==> src/rtl/arbitro_vc_d_pkg.sv <==
// Shared defaults and types for the VC-to-destination arbiter.
package arbitro_vc_d_pkg;

  localparam int unsigned DEF_DATA_WIDTH = 6;
  localparam int unsigned DEF_CNT_WIDTH  = 8;

  typedef enum logic {
    VC0 = 1'b0,
    VC1 = 1'b1
  } vc_e;

endpackage

==> src/rtl/arbitro_vc_d_contador_destino.sv <==
// Wrapping per-destination word counter with increment enable.
module arbitro_vc_d_contador_destino #(
  parameter int unsigned W = 8
) (
  input  logic         clk,
  input  logic         reset,
  input  logic         inc_i,
  output logic [W-1:0] count_o
);

  logic [W-1:0] cnt_q;

  always_ff @(posedge clk or posedge reset) begin
    if (reset)      cnt_q <= '0;
    else if (inc_i) cnt_q <= cnt_q + W'(1);
  end

  assign count_o = cnt_q;

endmodule

==> src/rtl/arbitro_vc_d.sv <==
// Arbiter moving VC0/VC1 head words into destination FIFOs D0/D1.
// Define ARB_RR_EN for round-robin; otherwise VC0 has fixed priority.
module arbitro_vc_d
  import arbitro_vc_d_pkg::*;
#(
  parameter int unsigned DATA_WIDTH = DEF_DATA_WIDTH,
  parameter int unsigned CNT_WIDTH  = DEF_CNT_WIDTH
) (
  input  logic                  clk,
  input  logic                  reset,
  input  logic                  active_in,
  input  logic                  VC0_empty,
  input  logic                  VC1_empty,
  input  logic [DATA_WIDTH-1:0] VC0_data,
  input  logic [DATA_WIDTH-1:0] VC1_data,
  input  logic                  D0_almost_full,
  input  logic                  D1_almost_full,
  output logic                  VC0_pop,
  output logic                  VC1_pop,
  output logic                  D0_push,
  output logic                  D1_push,
  output logic [DATA_WIDTH-1:0] data_out,
  output logic [CNT_WIDTH-1:0]  D0_count,
  output logic [CNT_WIDTH-1:0]  D1_count,
  output logic                  arb_idle
);

  localparam int unsigned DEST_BIT = DATA_WIDTH - 1;

  logic                  dst0, dst1;
  logic                  req0, req1;
  logic                  elig0, elig1;
  logic                  gnt0, gnt1, gnt_any, gnt_dst;
  logic [DATA_WIDTH-1:0] gnt_word;

  logic                  push0_q, push0_d;
  logic                  push1_q, push1_d;
  logic [DATA_WIDTH-1:0] data_q, data_d;

  assign dst0 = VC0_data[DEST_BIT];
  assign dst1 = VC1_data[DEST_BIT];

  // A request exists whenever a head word has room downstream; grants need active_in too
  assign req0  = ~VC0_empty & ~(dst0 ? D1_almost_full : D0_almost_full);
  assign req1  = ~VC1_empty & ~(dst1 ? D1_almost_full : D0_almost_full);
  assign elig0 = req0 & active_in & ~reset;
  assign elig1 = req1 & active_in & ~reset;

`ifdef ARB_RR_EN
  vc_e ptr_q, ptr_d;

  always_comb begin
    gnt0  = 1'b0;
    gnt1  = 1'b0;
    ptr_d = ptr_q;
    if (elig0 && (!elig1 || ptr_q == VC0)) begin
      gnt0  = 1'b1;
      ptr_d = VC1;
    end else if (elig1) begin
      gnt1  = 1'b1;
      ptr_d = VC0;
    end
  end

  always_ff @(posedge clk or posedge reset) begin
    if (reset) ptr_q <= VC0;
    else       ptr_q <= ptr_d;
  end
`else
  always_comb begin
    gnt0 = elig0;
    gnt1 = elig1 & ~elig0;
  end
`endif

  assign gnt_any  = gnt0 | gnt1;
  assign gnt_word = gnt0 ? VC0_data : VC1_data;
  assign gnt_dst  = gnt_word[DEST_BIT];

  always_comb begin
    push0_d = gnt_any & ~gnt_dst;
    push1_d = gnt_any & gnt_dst;
    data_d  = data_q;
    if (gnt_any) data_d = gnt_word;
  end

  always_ff @(posedge clk or posedge reset) begin
    if (reset) begin
      push0_q <= 1'b0;
      push1_q <= 1'b0;
      data_q  <= '0;
    end else begin
      push0_q <= push0_d;
      push1_q <= push1_d;
      data_q  <= data_d;
    end
  end

  arbitro_vc_d_contador_destino #(.W(CNT_WIDTH)) u_cnt_d0 (
    .clk     (clk),
    .reset   (reset),
    .inc_i   (push0_d),
    .count_o (D0_count)
  );

  arbitro_vc_d_contador_destino #(.W(CNT_WIDTH)) u_cnt_d1 (
    .clk     (clk),
    .reset   (reset),
    .inc_i   (push1_d),
    .count_o (D1_count)
  );

  assign VC0_pop  = gnt0;
  assign VC1_pop  = gnt1;
  assign D0_push  = push0_q;
  assign D1_push  = push1_q;
  assign data_out = data_q;
  assign arb_idle = ~req0 & ~req1 & ~push0_q & ~push1_q;

endmodule

==> config.mk <==
export PLATFORM = sky130hd
export DESIGN_NAME = arbitro_vc_d
export DESIGN_NICKNAME = d
export VERILOG_FILES = /design/src/rtl/arbitro_vc_d_pkg.sv /design/src/rtl/arbitro_vc_d_contador_destino.sv /design/src/rtl/arbitro_vc_d.sv
export SDC_FILE = /design/constraint.sdc
export NUM_CORES = 1
export LEC_CHECK = 0
export CAP_MARGIN = 10
export CORE_MARGIN = 3
export CORE_UTILIZATION = 46
export CTS_CLUSTER_DIAMETER = 30
export DETAILED_ROUTE_END_ITERATION = 8
export HOLD_SLACK_MARGIN = 0.1
export PLACE_DENSITY = 0.86
export SYNTH_ARGS = -nofsm -noshare
export SYNTH_HDL_FRONTEND = slang
export SYNTH_SLANG_ARGS = --single-unit
==> constraint.sdc <==
create_clock -name clk -period 3.8 [get_ports clk]
set_clock_uncertainty 0.05 [all_clocks]
set_input_delay 0.95 -clock clk [delete_from_list [all_inputs] [get_ports clk]]
set_output_delay 0.95 -clock clk [all_outputs]
set_load 0.05 [all_outputs]
==> results.toml <==
[outcome]
status = "finished, final reports clean"

[worst_setup_path]
cp-end-kind = "output port"
crit_required_ps = 2800
critPathKind = "in2out"
critPathMaxFanout = 7
setup.worst_path.start_class = "input port"
cp.arrival_ps = 2600

[detailed_routing]
drt_iter0_drc = 21
firstDrtPassIters = 4
vias = 1018
wl_microns = 2850
drcViolationCount = 0
met3WireLength_microns = 133
top_layer = "met4"
viasPerCell = 5.44
wl_met1_microns = 1220
ant_nets = 0
wire_per_inst_microns = 15.2
routed-wl-met2_microns = 1460

[global_routing]
antenna_found_initial = 0
overflow = 0
grt_pass1_wl_microns = 4760
grtUsageTotal_pct = 18.8
grt_max_degree = 25
first_global_vias = 1026

[yosys]
ys_top_cells_by_area = "dfrtp_1 (50%), a21oi_1 (5.9%), xnor2_1 (5.9%), xor2_1 (4.4%), nor2_1 (4.1%)"
synth_cells = 112
synthMuxAreaShare_pct = 3.78
ys_seq_area_share_pct = 50.4
synthSimpleGateAreaFrac_pct = 16.5
yosysUniqueCellTypes = 30
synthAdderAreaFrac_pct = 2.10
synth_top_family_by_area = "simple AND/OR/NAND/NOR gates"
yosys.area.top_type = "dfrtp_1"
synthesis.area_sq_um = 1190
avgSynthCellArea_sq_um = 10.6
ys.flop_type = "dfrtp_1"
synth_compound_area_share_pct = 13.1
yosys-top-cells-count = "dfrtp_1 (24), a21oi_1 (14), nor2_1 (13), xnor2_1 (8), nand2_1 (7)"
ys_ff_latch = 24
synthArstFlopShare_pct = 100
synth_nets = 133
yosysWarnings = 0
yosys.area_share.xor_xnor_pct = 10.3
synth_edf_count = 0
synth_most_common_cell = "dfrtp_1"
synth_top_area_share_pct = 50.4

[die]
coreArea_sq_um = 2340
rows = 17
die_y_microns = 56.9
die-area_sq_um = 3240
die_w_microns = 56.9
start_util_pct = 50.9
io_pins = 46

[clock_tree]
clockBufferDepth = 2
cts.sinks = 24
cts_buffers = 3
root_buffer = "clkbuf_4"
ctsResizeCount = 0
cts_setup_buffers = 0
path_clk_slew_ps = 140
hold_buffers = 0
htree_levels = 1
clock_latency_ps = 320
cts_tree = "done"

[placement]
hpwl_microns = 2190
place.gp.congestion = 0.799
portBuffers = 45

[sta]
timing.final.crit_share_pct = 94.7
fmax_mhz = 278
slew_headroom_pct = 40.4
final-setup-viol-count = 0
rsz0062_at_grt = "no"
finalSetupTns_ps = 0
hold_viol = 0
drv_slew = 0
period_needed_ps = 3600
tightest_slew_ps = 892

[layout]
final_util_pct = 74.7
drive_above_1_share_pct = 11.3
insertedDiodeCount = 0
syn_to_final_growth_pct = 46.7
nNetsFinal = 181

[flow_run]
maxCapViolCount = 0

[power]
vdd_drop_max_mv = 0.634
combPwrFrac_pct = 44.1
p_per_area_nw_per_um2 = 567
leakage_nw = 0.765
sw_frac_of_total_pct = 42.1
p_int_mw = 0.574
seq_power_share_pct = 37.3
power_frac_clock_pct = 18.6
power_switching_mw = 0.418

[min_path]
hold_class = "reg2reg"
-- metrics by stage --
stage	cells	cell area [sq um]	power (mW)	worst slack (ps)	hold slack [ps]
global route	187	1750	1.04	137	467
CTS	187	1750	0.999	201	433
floorplan	112	1190	0.642	102	701
detailed placement	183	1700	0.811	210	412
global placement	183	1700	0.800	238	408
finish	187	1750	0.992	200	431
-- area by class of cell --
type	count	area [sq um]
clock inverter	1	30.0
clock buffer	3	22.5
fill	156	592
inverter	5	18.8
multi-input combinational	79	546
timing repair buffer	47	495
sequential	24	601
tap	28	35.0
-- worst paths after layout --
kind | start | to | slack (ps) | depth (start not counted)
hold / removal | u_cnt_d0.count_o[7]$_DFFE_PP0P_ | u_cnt_d0.count_o[7]$_DFFE_PP0P_ | 430 | 1
hold reg to reg | u_cnt_d0.count_o[7]$_DFFE_PP0P_ | u_cnt_d0.count_o[7]$_DFFE_PP0P_ | 430 | 1
setup / recovery | active_in | VC1_pop | 200 | 5
setup reg to reg | u_cnt_d0.count_o[2]$_DFFE_PP0P_ | u_cnt_d0.count_o[7]$_DFFE_PP0P_ | 2520 | 3
max in group asynchronous | reset | u_cnt_d1.count_o[5]$_DFFE_PP0P_ | 2030 | 2
min in group asynchronous | reset | D0_push$_DFF_PP0_ | 1110 | 2
-- layout by cell type, fill, tap and decap left out, drive strengths merged, types with 3 or more instances in the layout --
cell,n
clkdlybuf4s50,42
dfrtp,24
a21oi,14
nor2,13
xnor2,8
nand2,7
xor2,6
inv,5
buf,5
mux2,4
o2111ai,3
nand3,3
clkbuf,3
-- layer usage --
layer,vias to the layer above,global-route usage [%]
met4,0,4.97
met2,30,31.8
met5,-,0
met3,4,5.52
met1,498,23.2
li1,486,-
-- sequential cells by signal (all words and copies together) (netlist names) --
register	flops
D0_push	1
data_out	6
u_cnt_d1.count_o	8
u_cnt_d0.count_o	8
D1_push	1
-- power groups by stage --
stage / Sequential, mW / Combinational [mW] / Clock, mW
floorplan: 0.550 / 0.0919 / 0
global placement: 0.370 / 0.431 / 0
detailed placement: 0.371 / 0.439 / 0
CTS: 0.368 / 0.442 / 0.189
global route: 0.378 / 0.461 / 0.199
finish: 0.370 / 0.438 / 0.184
-- worst max-delay path, stage by stage --
cell and delay, ps:
clkdlybuf4s50_1 480, or3b_4 410, or2_2 390, nor2_1 210
buf_12 170
-- kinds of logic (layout without fill, tap and decap cells) --
| logic type | count (synthesis) | after routing |
|---|---|---|
| AND/OR/NAND/NOR | 36 | 36 |
| flip-flops | 24 | 24 |
| buffers and inverters | 9 | 56 |
| XOR/XNOR | 14 | 14 |
| adder cells (fa/ha/maj) | 2 | 2 |
| AO/OA/AOI/OAI | 23 | 23 |
| multiplexers | 4 | 4 |
No activity file was read; power rests on OpenSTA's default activity.
